$ cat config.mk
export PLATFORM = sky130hd
export DESIGN_NAME = alu_iter
export DESIGN_NICKNAME = d
export VERILOG_FILES = /design/src/rtl/alu_pkg.sv /design/src/rtl/alu_addsub.sv /design/src/rtl/alu_iter.sv
export SDC_FILE = /design/constraint.sdc
export NUM_CORES = 1
export LEC_CHECK = 0
export CAP_MARGIN = 20
export CELL_PAD_IN_SITES_DETAIL_PLACEMENT = 1
export CELL_PAD_IN_SITES_GLOBAL_PLACEMENT = 2
export CORE_MARGIN = 4
export CORE_UTILIZATION = 36
export DETAILED_ROUTE_END_ITERATION = 10
export PLACE_DENSITY_LB_ADDON = 0.1
export SYNTH_ARGS = -nofsm -noshare
export SYNTH_HDL_FRONTEND = slang
export SYNTH_HIERARCHICAL = 1
export SYNTH_SLANG_ARGS = --single-unit
$ cat constraint.sdc
create_clock -name clk -period 5.8 [get_ports clk]
set_input_delay 1.45 -clock clk [delete_from_list [all_inputs] [get_ports clk]]
set_output_delay 1.45 -clock clk [all_outputs]
set_load 0.02 [all_outputs]
$ cat src/rtl/alu_pkg.sv
// Shared alufn code table and ALU FSM state encoding.
// Latency: n/a (declarations only).
// Backpressure: n/a.
package alu_pkg;

  // alufn codes, shared with the ALU control decoder
  localparam logic [3:0] ALUFN_ADD   = 4'b0000;
  localparam logic [3:0] ALUFN_SUB   = 4'b0001;
  localparam logic [3:0] ALUFN_PASSB = 4'b0011;
  localparam logic [3:0] ALUFN_OR    = 4'b0100;
  localparam logic [3:0] ALUFN_AND   = 4'b0101;
  localparam logic [3:0] ALUFN_XOR   = 4'b0111;
  localparam logic [3:0] ALUFN_SLL   = 4'b1000;
  localparam logic [3:0] ALUFN_SRL   = 4'b1001;
  localparam logic [3:0] ALUFN_SRA   = 4'b1010;
  localparam logic [3:0] ALUFN_SLT   = 4'b1101;
  localparam logic [3:0] ALUFN_JALR  = 4'b1110;
  localparam logic [3:0] ALUFN_SLTU  = 4'b1111;

  typedef enum logic [1:0] {
    ST_IDLE = 2'd0,
    ST_BUSY = 2'd1,
    ST_DONE = 2'd2
  } alu_state_t;

  function automatic logic is_shift(input logic [3:0] fn);
    return (fn == ALUFN_SLL) || (fn == ALUFN_SRL) || (fn == ALUFN_SRA);
  endfunction

endpackage

$ cat src/rtl/alu_addsub.sv
// Combinational XLEN adder/subtractor with carry, overflow and set-less-than outputs.
// Latency: 0 cycles (pure combinational).
// Backpressure: none, no state.
module alu_addsub #(
  parameter int XLEN = 32
) (
  input  logic [XLEN-1:0] i_a,
  input  logic [XLEN-1:0] i_b,
  input  logic            i_sub,
  output logic [XLEN-1:0] o_sum,
  output logic            o_carry,
  output logic            o_ovf,
  output logic            o_slt,
  output logic            o_sltu
);

  logic [XLEN-1:0] w_b;
  logic [XLEN:0]   w_full;

  // Subtraction is a + ~b + 1, so carry out means a >=u b
  assign w_b     = i_b ^ {XLEN{i_sub}};
  assign w_full  = {1'b0, i_a} + {1'b0, w_b} + {{XLEN{1'b0}}, i_sub};
  assign o_sum   = w_full[XLEN-1:0];
  assign o_carry = w_full[XLEN];
  assign o_ovf   = (i_a[XLEN-1] == w_b[XLEN-1]) && (o_sum[XLEN-1] != i_a[XLEN-1]);
  assign o_slt   = o_sum[XLEN-1] ^ o_ovf;
  assign o_sltu  = ~o_carry;

endmodule

$ cat src/rtl/alu_iter.sv
// Multi-cycle RV32I ALU; shifts iterate 1 bit/cycle unless ALU_FAST_SHIFT_EN selects a barrel shifter.
// Latency: 1 cycle accept->out_valid for non-shifts and shamt=0, shamt cycles for iterative shifts.
// Backpressure: result/flags held in DONE until out_ready; in_ready = IDLE | (DONE & out_ready).
module alu_iter
  import alu_pkg::*;
#(
  parameter int XLEN = 32
) (
  input  logic            clk,
  input  logic            rst_n,
  input  logic            in_valid,
  output logic            in_ready,
  input  logic [3:0]      alufn,
  input  logic [XLEN-1:0] op_a,
  input  logic [XLEN-1:0] op_b,
  output logic            out_valid,
  input  logic            out_ready,
  output logic [XLEN-1:0] result,
  output logic            flag_z,
  output logic            flag_n,
  output logic            flag_c,
  output logic            flag_v
);

  localparam int SW = $clog2(XLEN);

  alu_state_t      r_state, w_state_d;
  logic [XLEN-1:0] r_result, w_res_d;
  logic [SW-1:0]   r_cnt, w_cnt_d;
  logic [3:0]      r_op, w_op_d;
  logic            r_z, r_n, r_c, r_v;
  logic            w_load, w_fin, w_c_d, w_v_d;

  logic [SW-1:0]   w_shamt;
  logic [XLEN-1:0] w_sum, w_alu_res;
  logic            w_sub, w_carry, w_ovf, w_slt, w_sltu, w_alu_c, w_alu_v;

  // One bit of SLL/SRL/SRA; SRA replicates the sign bit
  function automatic logic [XLEN-1:0] f_shift1(input logic [XLEN-1:0] x, input logic [3:0] fn);
    if (fn == ALUFN_SLL)      return {x[XLEN-2:0], 1'b0};
    else if (fn == ALUFN_SRL) return {1'b0, x[XLEN-1:1]};
    else                      return {x[XLEN-1], x[XLEN-1:1]};
  endfunction

  assign w_shamt = op_b[SW-1:0];
  assign w_sub   = (alufn == ALUFN_SUB) || (alufn == ALUFN_SLT) || (alufn == ALUFN_SLTU);

  alu_addsub #(.XLEN(XLEN)) u_addsub (
    .i_a     (op_a),
    .i_b     (op_b),
    .i_sub   (w_sub),
    .o_sum   (w_sum),
    .o_carry (w_carry),
    .o_ovf   (w_ovf),
    .o_slt   (w_slt),
    .o_sltu  (w_sltu)
  );

  // Single-cycle (non-shift) result; carry/overflow only meaningful for ADD/SUB
  always_comb begin
    w_alu_res = '0;
    w_alu_c   = 1'b0;
    w_alu_v   = 1'b0;
    case (alufn)
      ALUFN_ADD, ALUFN_SUB: begin
        w_alu_res = w_sum;
        w_alu_c   = w_carry;
        w_alu_v   = w_ovf;
      end
      ALUFN_PASSB: w_alu_res = op_b;
      ALUFN_OR:    w_alu_res = op_a | op_b;
      ALUFN_AND:   w_alu_res = op_a & op_b;
      ALUFN_XOR:   w_alu_res = op_a ^ op_b;
      ALUFN_SLT:   w_alu_res = {{(XLEN-1){1'b0}}, w_slt};
      ALUFN_SLTU:  w_alu_res = {{(XLEN-1){1'b0}}, w_sltu};
      ALUFN_JALR:  w_alu_res = {w_sum[XLEN-1:1], 1'b0};
      default:     w_alu_res = '0;
    endcase
  end

`ifdef ALU_FAST_SHIFT_EN
  logic [XLEN-1:0] w_barrel;

  // Full-width shift in one cycle
  always_comb begin
    case (alufn)
      ALUFN_SLL: w_barrel = op_a << w_shamt;
      ALUFN_SRL: w_barrel = op_a >> w_shamt;
      default:   w_barrel = $signed(op_a) >>> w_shamt;
    endcase
  end
`endif

  // Next state, handshake outputs and datapath load controls
  always_comb begin
    w_state_d = r_state;
    w_res_d   = r_result;
    w_cnt_d   = r_cnt;
    w_op_d    = r_op;
    w_load    = 1'b0;
    w_fin     = 1'b0;
    w_c_d     = 1'b0;
    w_v_d     = 1'b0;
    in_ready  = 1'b0;
    out_valid = 1'b0;
    case (r_state)
      ST_IDLE: in_ready = 1'b1;
      ST_DONE: begin
        out_valid = 1'b1;
        in_ready  = out_ready;
        if (out_ready) w_state_d = ST_IDLE;
      end
      ST_BUSY: begin
        w_load  = 1'b1;
        w_res_d = f_shift1(r_result, r_op);
        w_cnt_d = r_cnt - 1'b1;
        if (r_cnt == SW'(1)) begin
          w_state_d = ST_DONE;
          w_fin     = 1'b1;
        end
      end
      default: w_state_d = ST_IDLE;
    endcase
    if (in_valid && in_ready) begin
      w_op_d = alufn;
      w_load = 1'b1;
      if (is_shift(alufn)) begin
`ifdef ALU_FAST_SHIFT_EN
        w_res_d   = w_barrel;
        w_fin     = 1'b1;
        w_state_d = ST_DONE;
`else
        // First bit is shifted on the accept edge; counter holds the bits still to go
        if (w_shamt == '0) begin
          w_res_d   = op_a;
          w_fin     = 1'b1;
          w_state_d = ST_DONE;
        end else begin
          w_res_d = f_shift1(op_a, alufn);
          w_cnt_d = w_shamt - 1'b1;
          if (w_shamt == SW'(1)) begin
            w_fin     = 1'b1;
            w_state_d = ST_DONE;
          end else begin
            w_state_d = ST_BUSY;
          end
        end
`endif
      end else begin
        w_res_d   = w_alu_res;
        w_c_d     = w_alu_c;
        w_v_d     = w_alu_v;
        w_fin     = 1'b1;
        w_state_d = ST_DONE;
      end
    end
  end

  // FSM state register
  always_ff @(posedge clk or negedge rst_n) begin
    if (!rst_n) r_state <= ST_IDLE;
    else        r_state <= w_state_d;
  end

  // Result/counter registers; flags latched from the final result on entry to DONE
  always_ff @(posedge clk or negedge rst_n) begin
    if (!rst_n) begin
      r_result <= '0;
      r_cnt    <= '0;
      r_op     <= '0;
      r_z      <= 1'b0;
      r_n      <= 1'b0;
      r_c      <= 1'b0;
      r_v      <= 1'b0;
    end else begin
      if (w_load) begin
        r_result <= w_res_d;
        r_cnt    <= w_cnt_d;
        r_op     <= w_op_d;
      end
      if (w_fin) begin
        r_z <= (w_res_d == '0);
        r_n <= w_res_d[XLEN-1];
        r_c <= w_c_d;
        r_v <= w_v_d;
      end
    end
  end

  assign result = r_result;
  assign flag_z = r_z;
  assign flag_n = r_n;
  assign flag_c = r_c;
  assign flag_v = r_v;

endmodule
Word-level counts from Yosys, hierarchy flattened --
Index checks and enable logic that the tools add are counted.
Storage, ports and cells: flip-flop bits (word level) 47, input bits 72, logic and storage cells 89
Cells by class: bitwise logic cells 6, equality and inequality tests 22, add/subtract/negate cells 4, multiplexer cells 36, reduce and logical (&&, ||, !) cells 13
Operators by type and width (count):
- two-way mux 32 bit | 8
- one-hot mux 32 bit (8 select lines) | 1
- XOR 32 bit | 2
- adder 32 x 32 -> 33 bit | 1
- adder 33 x 1 -> 33 bit | 1
- AND 32 bit | 1
- equality test 4 bit (second input constant) | 8
- zero test 32 bit | 1
- bitwise OR 32 bit | 1
- two-way mux 5 bit | 4
- two-way mux 1 bit | 15
- equality test 4 x 3 -> 1 bit (second input constant) | 3
- two-way mux 2 bit | 6
- equality test 5 x 1 -> 1 bit (second input constant) | 2
- subtractor 5 x 1 -> 5 bit (second input constant) | 2
- != test 3 bit (second input constant) | 2
- one-hot mux 2 bit (3 select lines) | 1
- zero test 5 bit | 1
- equality test 4 x 1 -> 1 bit (second input constant) | 1
- equality test 4 x 2 -> 1 bit (second input constant) | 1
- zero test 4 bit | 1
- logical OR 1 bit | 4
- AND reduction 3 bit | 1
- equality test 2 x 1 -> 1 bit (second input constant) | 1
- other kinds (11) | 12

Logic depth before layout (Yosys ltp) --
depth in word-level cells 13, depth in mapped cells 23, depth with buffers taken out 18

By module --
The synthesis kept the hierarchy.
Modules (own cells, without submodules):
- alu_iter | area an instance 5883.1 µm², cells each 723, sequential area each 1176.1 µm², instances 1
- alu_addsub | area an instance 2359.8 µm², cells each 333, sequential area each 0.0 µm², instances 1

Worst setup path before layout --
Ideal clock, no wire load.
kind input -> register, from input alufn[2], to register r_z, in the netlist flag_z, arrival 6737 ps, setup slack -1041 ps, required time 5697 ps, stages 21, setup time 103 ps, path buffers 6, cells stage by stage buf_2 -> clkbuf_1 -> buf_1 -> clkbuf_1 -> a21oi_1 -> nor2b_1 -> buf_2 -> clkbuf_1 -> xor2_1 -> ha_1 -> a21o_2 -> a21oi_2 -> a2bb2oi_1 -> a31oi_1 -> a21oi_1 -> xnor2_1 -> a222oi_1 -> o211ai_1 -> or4_1 -> or4b_1 -> o41ai_2
On the way: cells in the longest elaborated chain, start to end 13, elaborated cells between the ends (all ways) 34, those cells by class add/sub (2); eq/ne (13); mux (8); bitwise (3); reduce/logical (8)
RTL lines:
- start, declared | line alu_iter.sv:13 | input logic [3:0] alufn,
- equality test 4 x 1 -> 1 bit / equality test 4 bit (equally long branches) | line alu_iter.sv:46 | assign w_sub = (alufn == ALUFN_SUB) || (alufn == ALUFN_SLT) || (alufn == ALUFN_SLTU);
- logical OR 1 bit | line alu_iter.sv:46
- logical OR 1 bit * | line alu_iter.sv:46
- net w_sub | line alu_iter.sv:36 | logic w_sub, w_carry, w_ovf, w_slt, w_sltu, w_alu_c, w_alu_v;
- XOR 32 bit | line alu_addsub.sv:21 | assign w_b = i_b ^ {XLEN{i_sub}};
- adder 32 x 32 -> 33 bit | line alu_addsub.sv:22 | assign w_full = {1'b0, i_a} + {1'b0, w_b} + {{XLEN{1'b0}}, i_sub};
- adder 33 x 1 -> 33 bit * | line alu_addsub.sv:22
- net w_sum[31] | line alu_iter.sv:35 | logic [XLEN-1:0] w_sum, w_alu_res;
- != test 1 bit | line alu_addsub.sv:25 | assign o_ovf = (i_a[XLEN-1] == w_b[XLEN-1]) && (o_sum[XLEN-1] != i_a[XLEN-1]);
- logical AND 1 bit | line alu_addsub.sv:25
- XOR 1 bit | line alu_addsub.sv:26 | assign o_slt = o_sum[XLEN-1] ^ o_ovf;
- one-hot mux 32 bit (8 select lines) * | line alu_iter.sv:64 | case (alufn)
- two-way mux 32 bit * | line alu_iter.sv:127 | if (is_shift(alufn)) begin
- two-way mux 32 bit * | line alu_iter.sv:124 | if (in_valid && in_ready) begin
- zero test 32 bit * | line alu_iter.sv:182 | r_z <= (w_res_d == '0);
- end signal, assigned | line alu_iter.sv:182
- end, declared | line alu_iter.sv:31 | logic r_z, r_n, r_c, r_v;
Mark *: on every way through the listed nets, which the timed path passes. The rest lies on a longest branch. A chain may end at the register's enable or synchronous reset.

Worst setup path after layout --
from input alufn[3], to register r_z, in the netlist flag_z
The elaborated chain is that of the path after synthesis.

==> tab_implementation.tex <==
\begin{tabular}{lr}
\hline
Metric & Value \\
\hline
\multicolumn{2}{l}{\textbf{Outcome}} \\
\quad Outcome & complete, no violations \\
\multicolumn{2}{l}{\textbf{Setup path}} \\
\quad Critical path depth & 20 \\
\quad Total buffers and inverters traversed by the critical path & 6 \\
\quad Max stage delay cell, worst path & or4b\_4 \\
\quad Setup Crit Path Kind & in2reg \\
\quad Element type at the critical path end & flip-flop \\
\quad Endpoint arrival time on the critical path & 5.89 ns \\
\quad Setup slack of the most critical reg-to-reg path & 2.21 ns \\
\quad Logic depth of the worst register-to-register path & 7 \\
\quad Delay of the slowest critical-path stage & 0.57 ns \\
\quad Worst reg2reg path startpoint & r\_state[0] \\
\quad Crit path required time & 5.99 ns \\
\quad Reg-to-reg critical path endpoint & flag\_z \\
\quad Kind of cell adding the most delay to the critical path & compound AO/OA/AOI/OAI gates \\
\quad Critical Path Fanout Max & 8 \\
\quad Cell chain of the critical path & dlymetal6s2s\_1 > buf\_4 > a21oi\_4 > nor2b\_4 > buf\_12 > buf\_12 > xor2\_1 > ha\_1 > inv\_1 > nor3\_2 > a221oi\_2 > buf\_4 > o21ai\_1 > a21oi\_4 > xnor2\_1 > a222oi\_1 > o211ai\_1 > or4\_1 > or4b\_4 > o41ai\_2 \\
\quad Critical Path Source Type & primary input \\
\multicolumn{2}{l}{\textbf{Yosys}} \\
\quad Cell accounting for the most synthesized area & ha\_1 \\
\quad Yosys warnings & 6 \\
\quad Cell Area, Synth & 8243 um2 \\
\quad Syn\_nets & 1229 \\
\quad Instance count of the mapped netlist & 1056 \\
\quad Number of synthesized flops with an enable pin & 0 \\
\quad Async S/R FF share, synth & 100.0\% \\
\quad Most numerous cell in the Yosys netlist & ha\_1 \\
\quad Top flip-flop cell by instance count after synthesis & dfrtp\_1 \\
\quad Yosys reg bits & 47 \\
\quad Syn Area/Cell & 7.806 um2 \\
\quad List of most frequent post-synthesis cells & ha\_1 (100), nand2\_1 (93), inv\_1 (81) \\
\quad Part of the Yosys area used for sequential elements & 14.27\% \\
\quad Most area-consuming cells after synthesis & ha\_1 (15\%), dfrtp\_1 (14\%), mux2i\_1 (7.4\%) \\
\quad Fraction of post-synthesis cell area in the top cell type by area & 15.18\% \\
\quad Number of different library cells in the post-synthesis netlist & 94 \\
\multicolumn{2}{l}{\textbf{CTS}} \\
\quad Clock Tree Buf Depth & 2 \\
\quad Number of sinks driven by the clock tree & 47 \\
\quad Insertion delay of the later-clocked pin in the worst-skew pair & 0.30 ns \\
\quad Clock tree from TritonCTS & done \\
\quad Root Buffer Master & clkbuf\_16 \\
\quad Post-CTS clock slew at the launch and capture registers of the worst setup and hold paths & 0.07 ns \\
\quad Maximum level of the CTS H-tree & 2 \\
\quad CTS buffer count & 5 \\
\multicolumn{2}{l}{\textbf{Route}} \\
\quad Routed met2 length & 16.76 mm \\
\quad Vias per cell & 5.796 \\
\quad Final routed wire length divided by cell count & 22.80 um \\
\quad Uppermost layer routed & met5 \\
\quad Met3 routed WL & 1.714 mm \\
\quad Vias after detailed routing & 9308 \\
\quad DRT antenna net count & 0 \\
\quad Final WL & 36.62 mm \\
\quad Post-route DRC & 0 \\
\quad First-pass detailed-route iteration total & 7 \\
\quad Length of routed wiring on met1 & 17.57 mm \\
\quad Drt initial violations & 665 \\
\multicolumn{2}{l}{\textbf{Layout}} \\
\quad FILL cells & 2757 \\
\quad Net total in the final layout & 1493 \\
\quad Area taken by flip-flops and latches & 1176 um2 \\
\quad Post-layout instance count excluding filler cells & 1606 \\
\quad Layout overhead on the synthesized area & 40.42\% \\
\quad Share of layout cells above drive strength 1 & 24.22\% \\
\quad Antenna fix cells & 0 \\
\quad Total area of multi-input combinational cells & 6759 um2 \\
\multicolumn{2}{l}{\textbf{Floorplan}} \\
\quad Vert. Die Dim & 159.3 um \\
\quad Die Width & 159.3 um \\
\quad CORE AREA & 22570 um2 \\
\quad Number of top-level pins & 110 \\
\quad Number of rows in the core area & 55 \\
\quad Initial core utilization & 36.52\% \\
\quad Overall die area & 25380 um2 \\
\multicolumn{2}{l}{\textbf{Job}} \\
\quad Max Cap Viol & 0 \\
\multicolumn{2}{l}{\textbf{Power}} \\
\quad Power after layout & 2.550 mW \\
\quad Pwr Density & 220.3 nW/um2 \\
\quad Worst IR Drop VDD & 0.1341 mV \\
\quad Leakage power & 5.318 nW \\
\multicolumn{2}{l}{\textbf{Global routing}} \\
\quad Antenna violations before repair & 1 \\
\quad All-Layer GR Usage & 27.62\% \\
\quad First-pass GRT wire length & 55.89 mm \\
\quad Pin count of the biggest net entering global routing & 57 \\
\quad Total congestion overflow & 0 \\
\quad Number of global-route vias before repair & 9481 \\
\multicolumn{2}{l}{\textbf{Timing}} \\
\quad Max-slew violations & 0 \\
\quad Relative max-transition margin & 31.17\% \\
\quad Hold Fails Final Rpt & 0 \\
\quad Final period util & 98.26\% \\
\quad Maximum clock frequency & 0.1755 GHz \\
\quad Min Tclk post-route & 5.699 ns \\
\quad Worst-margin pin slew & 1.030 ns \\
\quad Setup Skew & 0.007616 ns \\
\quad Total setup violations reported at the end of the flow & 0 \\
\quad Setup repair after global routing missed its margin & yes \\
\multicolumn{2}{l}{\textbf{Placement}} \\
\quad Routability cong. & 0.9201 \\
\quad Cell count after placement & 1588 \\
\quad IO Port Bufs & 109 \\
\quad HPWL after DPL & 29.81 mm \\
\multicolumn{2}{l}{\textbf{Min path}} \\
\quad Hold Path Origin & r\_cnt[4] \\
\quad Min-Delay Path Depth & 1 \\
\quad Type of the worst min-delay path & reg2reg \\
\quad Hold worst-path end & r\_cnt[4] \\
\hline
\end{tabular}
[worst max-delay path by stage]
| stage | start | to | slack (ns) |
|---|---|---|---|
| 2_1_floorplan | alufn[2] | flag_z | 0.04 |
| 3_3_place_gp | alufn[1] | flag_z | -0.48 |
| 3_5_place_dp | alufn[1] | flag_z | -0.69 |
| 4_1_cts | alufn[3] | flag_z | 0.002 |
| 5_1_grt | alufn[2] | flag_z | -0.10 |
| 6_report | alufn[3] | flag_z | 0.10 |
[power by group]
group / total [mW] / switching [mW] / leakage [nW] / internal, mW
Sequential: 0.525 / 0.103 / 0.609 / 0.422
Clock: 0.340 / 0.135 / 0.0804 / 0.205
Combinational: 1.69 / 0.889 / 4.63 / 0.797
[per-stage QoR]
step	setup slack (ns)	hold WS, ns	util [%]	cell area, um2	TNS, ns
2_1_floorplan	0.04091	0.4601	-	8349	0
5_1_grt	-0.1039	0.5334	51.28	11570	-0.1039
3_5_place_dp	-0.6894	0.5010	48.73	11000	-0.6894
6_report	0.1012	0.5044	51.28	11570	0
3_3_place_gp	-0.4815	0.4795	48.69	10990	-0.4815
4_1_cts	0.002462	0.5104	50.35	11360	0
[cell families after synthesis]
logic type               synth area share [%]
AO/OA/AOI/OAI                           28.32
XOR/XNOR                                6.907
adder cells (fa/ha/maj)                 15.42
buffers and inverters                   7.787
flip-flops                              14.27
multiplexers                            9.047
AND/OR/NAND/NOR                         18.25
[registers in the layout, indices dropped and copies added (netlist names)]
signal,flops
r_op,4
r_cnt,5
flag_c,1
result,32
r_state,2
flag_z,1
flag_n,1
flag_v,1
[routing by layer]
metal	GRT usage, %	vias to the layer above
met5	0	-
met4	6.154	2
met3	3.365	33
met2	44.36	218
met1	39.81	4630
li1	-	4425
[layout by cell type (no fill, tap or decap), drive strengths merged, types with 7 or more instances in the layout]
master	count
nor3	12
clkdlybuf4s50	104
a211o	12
inv	82
a21oi	60
a221o	16
a31oi	16
nand3	21
a21o	11
nor2b	12
a22o	10
ha	100
dfrtp	47
or2	7
nor2	70
a221oi	12
nand2	93
nand2b	11
o2bb2ai	13
a222oi	7
nor4	11
mux2	12
o211ai	22
nand4	9
o21ai	65
xor2	38
o21a	7
or3	8
a211oi	17
buf	222
mux2i	61
xnor2	27
[repair_timing]
item	4_1_cts	5_1_grt
gates resized for setup	37	26
gates cloned	0	1
hold endpoints to repair	0	0
pin swaps	15	13
setup buffers	4	4
setup endpoints to repair	1	1
hold buffers	0	0
[final cells by class]
cell class,instances,share of cell area [%]
Sequential cell,47,10.16
Clock inverter,3,0.4000
Timing Repair Buffer,329,24.26
Multi-Input combinational cell,856,58.39
Inverter,81,2.627
Tap cell,285,3.081
Clock buffer,5,1.081
(Power assumes the default switching activity.)
